[src/rtl/seven_tube_pkg.sv]
// Shared definitions for the six-digit seven-segment display path.
// The segment table lives here so the scanning driver and this decoder
// agree on the exact same glyph codes.
package seven_tube_pkg;

   // Number of scanned digits; sel values 0..DIGIT_NUM-1 are meaningful.
   localparam int DIGIT_NUM = 6;

   // Active-low segment codes {dp,g,f,e,d,c,b,a} with the dp segment off.
   // Entry i is the glyph for hex digit i.
   localparam logic [15:0][7:0] SEG_CODE = {
      8'h8E, 8'h86, 8'hA1, 8'hC6,   // F E d C
      8'h83, 8'h88, 8'h90, 8'h80,   // b A 9 8
      8'hF8, 8'h82, 8'h92, 8'h99,   // 7 6 5 4
      8'hB0, 8'hA4, 8'hF9, 8'hC0    // 3 2 1 0
   };

   // All segments off, including the decimal point.
   localparam logic [7:0] SEG_BLANK = 8'hFF;

   // Decoder result: err set when the pattern is not one of the 16 glyphs.
   typedef struct packed {
      logic       err;
      logic [3:0] nib;
   } seg_dec_t;

   // Map the seven glyph segments {g..a} back to a hex nibble.
   // Anything outside the table (blank included) reports err with nibble 0.
   function automatic seg_dec_t seg_to_hex(input logic [6:0] i_seg7);
      seg_dec_t r_res;
      r_res.err = 1'b0;
      r_res.nib = 4'h0;
      case (i_seg7)
         SEG_CODE[0][6:0]:  r_res.nib = 4'h0;
         SEG_CODE[1][6:0]:  r_res.nib = 4'h1;
         SEG_CODE[2][6:0]:  r_res.nib = 4'h2;
         SEG_CODE[3][6:0]:  r_res.nib = 4'h3;
         SEG_CODE[4][6:0]:  r_res.nib = 4'h4;
         SEG_CODE[5][6:0]:  r_res.nib = 4'h5;
         SEG_CODE[6][6:0]:  r_res.nib = 4'h6;
         SEG_CODE[7][6:0]:  r_res.nib = 4'h7;
         SEG_CODE[8][6:0]:  r_res.nib = 4'h8;
         SEG_CODE[9][6:0]:  r_res.nib = 4'h9;
         SEG_CODE[10][6:0]: r_res.nib = 4'hA;
         SEG_CODE[11][6:0]: r_res.nib = 4'hB;
         SEG_CODE[12][6:0]: r_res.nib = 4'hC;
         SEG_CODE[13][6:0]: r_res.nib = 4'hD;
         SEG_CODE[14][6:0]: r_res.nib = 4'hE;
         SEG_CODE[15][6:0]: r_res.nib = 4'hF;
         default: begin
            r_res.err = 1'b1;
            r_res.nib = 4'h0;
         end
      endcase
      return r_res;
   endfunction

endpackage

[src/rtl/seven_tube_seg_dec.sv]
// Combinational glyph decoder: seven active-low segments to {err,nibble}.
// Thin wrapper around the package table so every user decodes identically.
module seven_tube_seg_dec
   import seven_tube_pkg::*;
(
   input  logic [6:0] i_seg7,
   output logic [3:0] o_nibble,
   output logic       o_err
);

   seg_dec_t w_dec;

   // Table lookup; no state.
   always_comb begin
      w_dec = seg_to_hex(i_seg7);
   end

   assign o_nibble = w_dec.nib;
   assign o_err    = w_dec.err;

endmodule

[src/rtl/seven_tube_decode.sv]
// Receive side of the multiplexed seven-segment bus. Registers the scanned
// sel/seg bus, waits for each digit dwell to settle, decodes the glyph and
// reassembles a full six-digit frame with decimal points and an error flag.
module seven_tube_decode
   import seven_tube_pkg::*;
#(
   // Identical registered samples required before a dwell is captured (>= 2).
   parameter int STABLE_CNT = 4,
   // Stability counter width; 2**CNT_W must exceed STABLE_CNT.
   parameter int CNT_W      = 8
) (
   input  logic                   sys_clk,
   input  logic                   sys_rst_n,
   input  logic [2:0]             sel_in,
   input  logic [7:0]             seg_in,
   output logic [4*DIGIT_NUM-1:0] data_out,
   output logic [DIGIT_NUM-1:0]   dp_out,
   output logic                   data_valid,
   output logic                   err_out
);

   localparam logic [0:0] ST_WAIT = 1'b0;
   localparam logic [0:0] ST_HELD = 1'b1;

   localparam logic [CNT_W-1:0]     CNT_SAT   = CNT_W'(STABLE_CNT);
   localparam logic [CNT_W-1:0]     CNT_CAP   = CNT_W'(STABLE_CNT - 1);
   localparam logic [DIGIT_NUM-1:0] MASK_FULL = '1;

   // Input sample registers
   logic [2:0]             r_sel_q;
   logic [7:0]             r_seg_q;

   // Dwell tracking
   logic [CNT_W-1:0]       r_cnt;
   logic [0:0]             r_state;

   // Partial frame being assembled
   logic [4*DIGIT_NUM-1:0] r_shadow;
   logic [DIGIT_NUM-1:0]   r_shadow_dp;
   logic [DIGIT_NUM-1:0]   r_mask;
   logic                   r_frame_err;

   // Combinational helpers
   logic                   w_same;
   logic                   w_cap;
   logic                   w_in_range;
   logic                   w_cap_ok;
   logic [7:0]             w_hot8;
   logic [DIGIT_NUM-1:0]   w_slot_hot;
   logic [3:0]             w_dec_nib;
   logic                   w_dec_err;
   logic [4*DIGIT_NUM-1:0] w_shadow_nxt;
   logic [DIGIT_NUM-1:0]   w_dp_nxt;
   logic [DIGIT_NUM-1:0]   w_mask_nxt;
   logic                   w_err_nxt;
   logic                   w_frame_done;

   seven_tube_seg_dec u_seg_dec (
      .i_seg7   (r_seg_q[6:0]),
      .o_nibble (w_dec_nib),
      .o_err    (w_dec_err)
   );

   // A dwell is stable while the live bus matches the registered sample.
   // Capture happens once per dwell, on the edge the counter reaches its
   // last pre-saturation value while still in WAIT.
   always_comb begin
      w_same     = ({sel_in, seg_in} == {r_sel_q, r_seg_q});
      w_cap      = w_same && (r_state == ST_WAIT) && (r_cnt == CNT_CAP);
      w_hot8     = 8'b1 << r_sel_q;
      // sel 6 and 7 are not digit slots and are silently dropped.
      w_in_range = ~|w_hot8[7:DIGIT_NUM];
      w_cap_ok   = w_cap && w_in_range;
      w_slot_hot = w_cap_ok ? w_hot8[DIGIT_NUM-1:0] : '0;
   end

   // Next-state of the partial frame, including the digit captured this edge.
   always_comb begin
      w_shadow_nxt = r_shadow;
      w_dp_nxt     = r_shadow_dp;
      for (int k = 0; k < DIGIT_NUM; k++) begin
         if (w_slot_hot[k]) begin
            w_shadow_nxt[4*k +: 4] = w_dec_nib;
            w_dp_nxt[k]            = ~r_seg_q[7];
         end
      end
      w_mask_nxt   = r_mask | w_slot_hot;
      w_err_nxt    = r_frame_err | (w_cap_ok & w_dec_err);
      w_frame_done = w_cap_ok && (w_mask_nxt == MASK_FULL);
   end

   // Register the scanned bus every cycle.
   always_ff @(posedge sys_clk or negedge sys_rst_n) begin
      if (!sys_rst_n) begin
         r_sel_q <= '0;
         r_seg_q <= '0;
      end else begin
         r_sel_q <= sel_in;
         r_seg_q <= seg_in;
      end
   end

   // Stability counter and WAIT/HELD state; any bus change restarts the dwell.
   always_ff @(posedge sys_clk or negedge sys_rst_n) begin
      if (!sys_rst_n) begin
         r_cnt   <= '0;
         r_state <= ST_WAIT;
      end else if (!w_same) begin
         r_cnt   <= '0;
         r_state <= ST_WAIT;
      end else begin
         if (r_cnt != CNT_SAT) begin
            r_cnt <= r_cnt + 1'b1;
         end
         if (w_cap) begin
            r_state <= ST_HELD;
         end
      end
   end

   // Shadow frame, slot mask and error flag; mask and error restart per frame.
   always_ff @(posedge sys_clk or negedge sys_rst_n) begin
      if (!sys_rst_n) begin
         r_shadow    <= '0;
         r_shadow_dp <= '0;
         r_mask      <= '0;
         r_frame_err <= 1'b0;
      end else begin
         r_shadow    <= w_shadow_nxt;
         r_shadow_dp <= w_dp_nxt;
         if (w_frame_done) begin
            r_mask      <= '0;
            r_frame_err <= 1'b0;
         end else begin
            r_mask      <= w_mask_nxt;
            r_frame_err <= w_err_nxt;
         end
      end
   end

   // Publish a completed frame and pulse data_valid; outputs hold otherwise.
   always_ff @(posedge sys_clk or negedge sys_rst_n) begin
      if (!sys_rst_n) begin
         data_out   <= '0;
         dp_out     <= '0;
         err_out    <= 1'b0;
         data_valid <= 1'b0;
      end else begin
         data_valid <= w_frame_done;
         if (w_frame_done) begin
            data_out <= w_shadow_nxt;
            dp_out   <= w_dp_nxt;
            err_out  <= w_err_nxt;
         end
      end
   end

endmodule

[config.mk]
export PLATFORM = sky130hd
export DESIGN_NAME = seven_tube_decode
export DESIGN_NICKNAME = d
export VERILOG_FILES = /design/src/rtl/seven_tube_pkg.sv /design/src/rtl/seven_tube_seg_dec.sv /design/src/rtl/seven_tube_decode.sv
export SDC_FILE = /design/constraint.sdc
export NUM_CORES = 1
export LEC_CHECK = 0
export CORE_MARGIN = 2
export CORE_UTILIZATION = 35
export DETAILED_ROUTE_END_ITERATION = 12
export SYNTH_ARGS = -nofsm -noshare
export SYNTH_HDL_FRONTEND = slang
export SYNTH_SLANG_ARGS = --single-unit
[constraint.sdc]
create_clock -name sys_clk -period 2.2 [get_ports sys_clk]
set_input_delay 0.44 -clock sys_clk [delete_from_list [all_inputs] [get_ports sys_clk]]
set_output_delay 0.44 -clock sys_clk [all_outputs]
set_load 0.05 [all_outputs]
==> Word level (Yosys, flattened, before mapping) <==
Index checks and enable logic that the tools add are counted.
W data, S select, Z words.
{ "totals": {"ff_bits": 89, "input_bits": 13, "out_inout_bits": 32} }
{ "op_classes": {"n_bitwise": 5, "muxes": 21, "add_sub_neg": 1, "shift": 1, "eq_ne": 21, "reduce_logical": 8} }
{ "op_table": {"columns": ["op", "count"], "rows": [
  ["$pmux W4 S15", 1],
  ["$eq A7 B7 Y1 const B", 4],
  ["$mux W4", 6],
  ["$eq A7 B5 Y1 const B", 3],
  ["$eq A7 B6 Y1 const B", 3],
  ["$mux W8", 2],
  ["$reduce_or A16 Y1", 1],
  ["$eq A7 B2 Y1 const B", 2],
  ["$eq A7 B4 Y1 const B", 2],
  ["$mux W6", 2],
  ["$eq A11 B11 Y1", 1],
  ["$mux W1", 10],
  ["$add A8 B1 Y8 const B", 1],
  ["$eq A8 B2 Y1 const B", 1],
  ["$ne A8 B3 Y1 const B", 1],
  ["$shl A1 B3 Y8 const A", 1],
  ["$eq A7 B3 Y1 const B", 1],
  ["$logic_not A7 Y1", 1],
  ["$eq A6 B6 Y1 const B", 1],
  ["$or A6 B6 Y6", 1],
  ["$logic_and A1 B1 Y1", 4],
  ["$ne A2 B1 Y1 const B", 2],
  ["$not A1 Y1", 2],
  ["$reduce_or A2 Y1", 1],
  ["3 further kinds", 3]
]} }

==> Longest topological paths before layout <==
{ "logic_depth": {"word_depth": 9, "depth_mapped": 9, "depth_no_buf": 7} }

==> Cells and area by module <==
From an unflattened synthesis, not the netlist that was laid out.
{ "hier_totals": {"cells_unflattened": 346, "area_unflattened_um2": 4130.2} }
{ "modules_own_cells": {"columns": ["mod", "seq_area_each_um2", "area_per_inst_um2", "cells_per_inst", "n_inst"], "rows": [
  ["seven_tube_decode", 2227.1, 3748.6, 283, 1],
  ["seven_tube_seg_dec", 0.0, 381.6, 63, 1]
]} }

==> Least setup slack after synthesis <==
Ideal clock, no wire load.
{ "synth_timing": {"path_kind": "reg-to-reg", "startpoint": "register r_seg_q[1]", "endpoint": "register data_out[12]", "stages_incl_launch_ff": 8, "required_time_ps": 2072, "path_slack_ps": -176, "arrival_time_ps": 2248, "path_buffers": 1, "cell_sequence": "dfrtp_1 buf_6 xor2_2 nor4_4 nand3_1 nor4_4 mux2_2 mux2_1"} }
{ "synth_lines": {"columns": ["item", "line", "rtl"], "rows": [
  ["start, declared", "seven_tube_decode.sv:31", "logic [7:0] r_seg_q;"],
  ["start signal, assigned", "seven_tube_decode.sv:99", "r_seg_q <= seg_in;"],
  ["$eq A11 B11 Y1", "seven_tube_decode.sv:68", "w_same = ({sel_in, seg_in} == {r_sel_q, r_seg_q});"],
  ["$logic_and A1 B1 Y1 (2 in series)", "seven_tube_decode.sv:69", "w_cap = w_same && (r_state == ST_WAIT) && (r_cnt == CNT_CAP);"],
  ["$logic_and A1 B1 Y1", "seven_tube_decode.sv:73", "w_cap_ok = w_cap && w_in_range;"],
  ["$mux W6", "seven_tube_decode.sv:74", "w_slot_hot = w_cap_ok ? w_hot8[DIGIT_NUM-1:0] : '0;"],
  ["$mux W4 (*)", "seven_tube_decode.sv:82", "if (w_slot_hot[k]) begin"],
  ["named net w_shadow_nxt[12]", "seven_tube_decode.sv:52", "logic [4*DIGIT_NUM-1:0] w_shadow_nxt;"],
  ["end signal, assigned", "seven_tube_decode.sv:151", "data_out <= w_shadow_nxt;"],
  ["end, declared", "seven_tube_decode.sv:16", "output logic [4*DIGIT_NUM-1:0] data_out,"]
]} }
Mark *: on every way through the listed nets, which the timed path passes. The rest lies on a longest branch.
A chain may end at the register's enable or synchronous reset.

==> Final worst setup path <==
{ "layout_timing": {"startpoint": "register r_state", "endpoint": "register data_out[0]"} }
{ "layout_via": {"elab_chain_len": 8} }
{ "layout_rtl": {"columns": ["item", "line", "rtl"], "rows": [
  ["start, declared", "seven_tube_decode.sv:35", "logic [0:0] r_state;"],
  ["start signal, assigned", "seven_tube_decode.sv:107", "r_state <= ST_WAIT;"],
  ["start signal, assigned", "seven_tube_decode.sv:110", "r_state <= ST_WAIT;"],
  ["start signal, assigned", "seven_tube_decode.sv:116", "r_state <= ST_HELD;"],
  ["$not A1 Y1 (*)", "seven_tube_decode.sv:69", null],
  ["$logic_and A1 B1 Y1 (*) (2 in series)", "seven_tube_decode.sv:69", null],
  ["$logic_and A1 B1 Y1 (*)", "seven_tube_decode.sv:73", null],
  ["$mux W6", "seven_tube_decode.sv:74", null],
  ["$or A6 B6 Y6", "seven_tube_decode.sv:87", "w_mask_nxt = r_mask | w_slot_hot;"],
  ["$eq A6 B6 Y1", "seven_tube_decode.sv:89", "w_frame_done = w_cap_ok && (w_mask_nxt == MASK_FULL);"],
  ["$logic_and A1 B1 Y1", "seven_tube_decode.sv:89", null]
]} }
Mark *: on every way between the ends. The rest lies on a longest branch, timed or not.

==> impl_metrics.tcl <==
set metrics [dict create \
    status "finished, violations left" \
    violations "DRC, setup timing" \
    globalRouteTotalUtil_pct 15.8 \
    cp.arrival_ns 2.55 \
    num_vias 2943 \
    period_needed_ns 2.33 \
    clkLatencyLatePin_ns 0.34 \
    synth.cell_area_mm2 0.00418 \
    grt_pass1_vias 3080 \
    finalSetupViolCount 30 \
    regArea_mm2 0.00223 \
    setup_slack_ns -0.126 \
    final_hold_viol_count 0 \
    final_util_pct 50.4 \
    fin_tns_setup_ns -3.13 \
    dpl_cell_area_mm2 0.00517 \
    core_area_mm2 0.0115 \
    htreeDepth 3 \
    final_cell_area_mm2 0.00580 \
    antenna_cells 0 \
    critPathMaxFanout 8 \
    ant_nets 0 \
    io_buffer_count 44 \
    overflow 0 \
    maxSlewViolCount 0 \
    die_w_um 113 \
    firstDrtPassIters 8 \
    num_rows 39 \
    grt_pass1_wl_um 15800 \
    worstSetupStartpointType "flop" \
    numCtsBuffers 9 \
    synth_cell_types 44 \
    grt_setup_unrepaired "true" \
    multi_input_area_mm2 0.00204 \
    drt_iter0_drc 191 \
    layout-drive-gt1-share_pct 40.5 \
    finalClockSkew_ns 0.00630 \
    async_reset_ff_share_pct 100 \
    die_y_um 113 \
    synth_area_per_cell_um2 12.5 \
    r2r_slack_ns -0.13 \
    cts.sinks 89 \
    worstSetupEndpointType "flop" \
    final_common_cell "dfrtp_1" \
    routedWlPerCell_um 16.0 \
    gp_congestion 0.829 \
    clockRootBuffer "clkbuf_16" \
    synth_edf_count 0 \
    dpl.hpwl_um 6440 \
    dieArea_mm2 0.0128 \
    final_cells 590 \
    synthFlopType "dfrtp_1" \
    ys_seq_elements 89 \
    slew_headroom_pct 57.8 \
    fmax_ghz 0.430 \
    detailedPlace.worstSlack_ns -0.781 \
    ff2ff_path_depth 6 \
    hold_buffers 0 \
    via_per_inst 4.99 \
    ioPinCount 45 \
    tightest_slew_ns 0.633 \
    route.detailed.drc 1 \
    netlist_instances 333 \
    dpl.cell_count 566 \
    grt_start_max_net_pins 51 \
    fill_cells 985 \
    yosysSeqAreaShare_pct 53.3 \
    vdd_drop_max_mv 0.360 \
    antenna_found_initial 0 \
    final_nets 457 \
    power_density_mw_per_mm2 573 \
    ys_warn_count 0 \
    initial_utilization_pct 36.3 \
    cts_buffer_depth 2 \
    p_leak_nw 2.79 \
    max_cap_violations 0 \
    hp-class "in -> async" \
    path_clk_slew_ns 0.06 \
    crit_type "reg -> reg" \
    syn_to_final_growth_pct 38.9 \
    finalCritPeriodShare_pct 106 \
    synth_nets 348 \
    final_cell_mix "dfrtp_1 (88), buf_4 (58), mux2_4 (44), clkdlybuf4s50_1 (32), nor2_1 (31)" \
    cp.required_ns 2.42 \
    wl_um 9430 \
    cts_tree "done" \
]
worst max-delay path: stages (launching register included):
cell and delay (ns):
dfrtp_1 0.41, nor4_4 0.35, and3_4 0.26, nand3_2 0.08, or4b_4 0.61, clkbuf_16 0.21, mux2_4 0.29
state kept, by name, indices dropped and copies added (netlist names):
register	cells
data_out	24
data_valid	1
dp_out	6
err_out	1
r_cnt	8
r_frame_err	1
r_mask	6
r_seg_q	8
r_sel_q	3
r_shadow	24
r_shadow_dp	6
r_state	1
Yosys cell counts, types with 4 or more instances:
cell type  count  share of area [%]
mux2_2        29                7.8
nor3_1         6               0.72
xor2_1        14                2.9
nor2_1        31                2.8
nor2b_1        5               0.75
inv_1         11               0.99
mux2_4        27                9.7
nand3b_1       6                1.1
nand4_1        9                1.3
buf_6          4                1.1
nor4_1         5               0.75
nor4_4         6                3.1
dfrtp_1       89                 53
nand2_1       12                1.1
nand3_1       15                1.8
clkbuf_1       9               0.81
a21oi_1       10                1.2
cells by family after synthesis:
logic type,count (synthesis),synth area share (%)
multiplexers,60,18.5
flip-flops,89,53.3
adder cells (fa/ha/maj),2,0.599
AND/OR/NAND/NOR,111,16.5
XOR/XNOR,17,3.74
AO/OA/AOI/OAI,27,4.10
buffers and inverters,27,3.23
report_power, final:
| group | switching [mW] | internal (mW) | leakage, nW | total [mW] |
|---|---|---|---|---|
| sequential | 0.0127 | 1.65 | 1.20 | 1.66 |
| combinational | 0.137 | 0.0892 | 1.45 | 0.226 |
| clock | 0.642 | 0.800 | 0.143 | 1.44 |
| total | 0.791 | 2.54 | 2.79 | 3.33 |
final cells by class:
cell class / count / share of cell area, %
Sequential cell: 89 / 38.4
Timing Repair Buffer: 114 / 17.7
Multi-Input combinational cell: 217 / 35.2
Clock buffer: 10 / 4.12
Tap cell: 143 / 3.08
Clock inverter: 6 / 0.712
Inverter: 11 / 0.712
worst paths after layout:
kind	to	from
max	data_out[0]$_DFFE_PN0P_	r_state$_DFFE_PN0P_
min	r_seg_q[1]$_DFF_PN0_	sys_rst_n
max reg2reg	data_out[0]$_DFFE_PN0P_	r_state$_DFFE_PN0P_
min reg2reg	dp_out[0]$_DFFE_PN0P_	dp_out[0]$_DFFE_PN0P_
max in group asynchronous	data_out[0]$_DFFE_PN0P_	sys_rst_n
min in group sys_clk	r_seg_q[1]$_DFF_PN0_	seg_in[1]
metrics by stage:
step,hold WS (ns),power (mW)
after floorplan,0.144,1.79
after global placement,0.476,1.90
after detailed placement,0.485,1.90
after CTS,0.149,3.37
after global routing,0.179,3.46
final,0.127,3.33
metal layers:
metal,wire (µm),vias to the layer above,track usage [%],share of wire [%]
li1,-,1392,-,-
met1,4600,1479,22.6,49
met2,4360,63,23.6,46
met3,365,9,3.91,3.9
met4,105,0,5.37,1.1
met5,0,-,0,0
repair_timing:
action / in CTS / in global routing
cloned: 0 / 1
endpoints found under the setup margin: 66 / 39
pin swaps: 13 / 6
setup buffers: 5 / 2
resized for setup: 57 / 17
(Power assumes the default switching activity.)
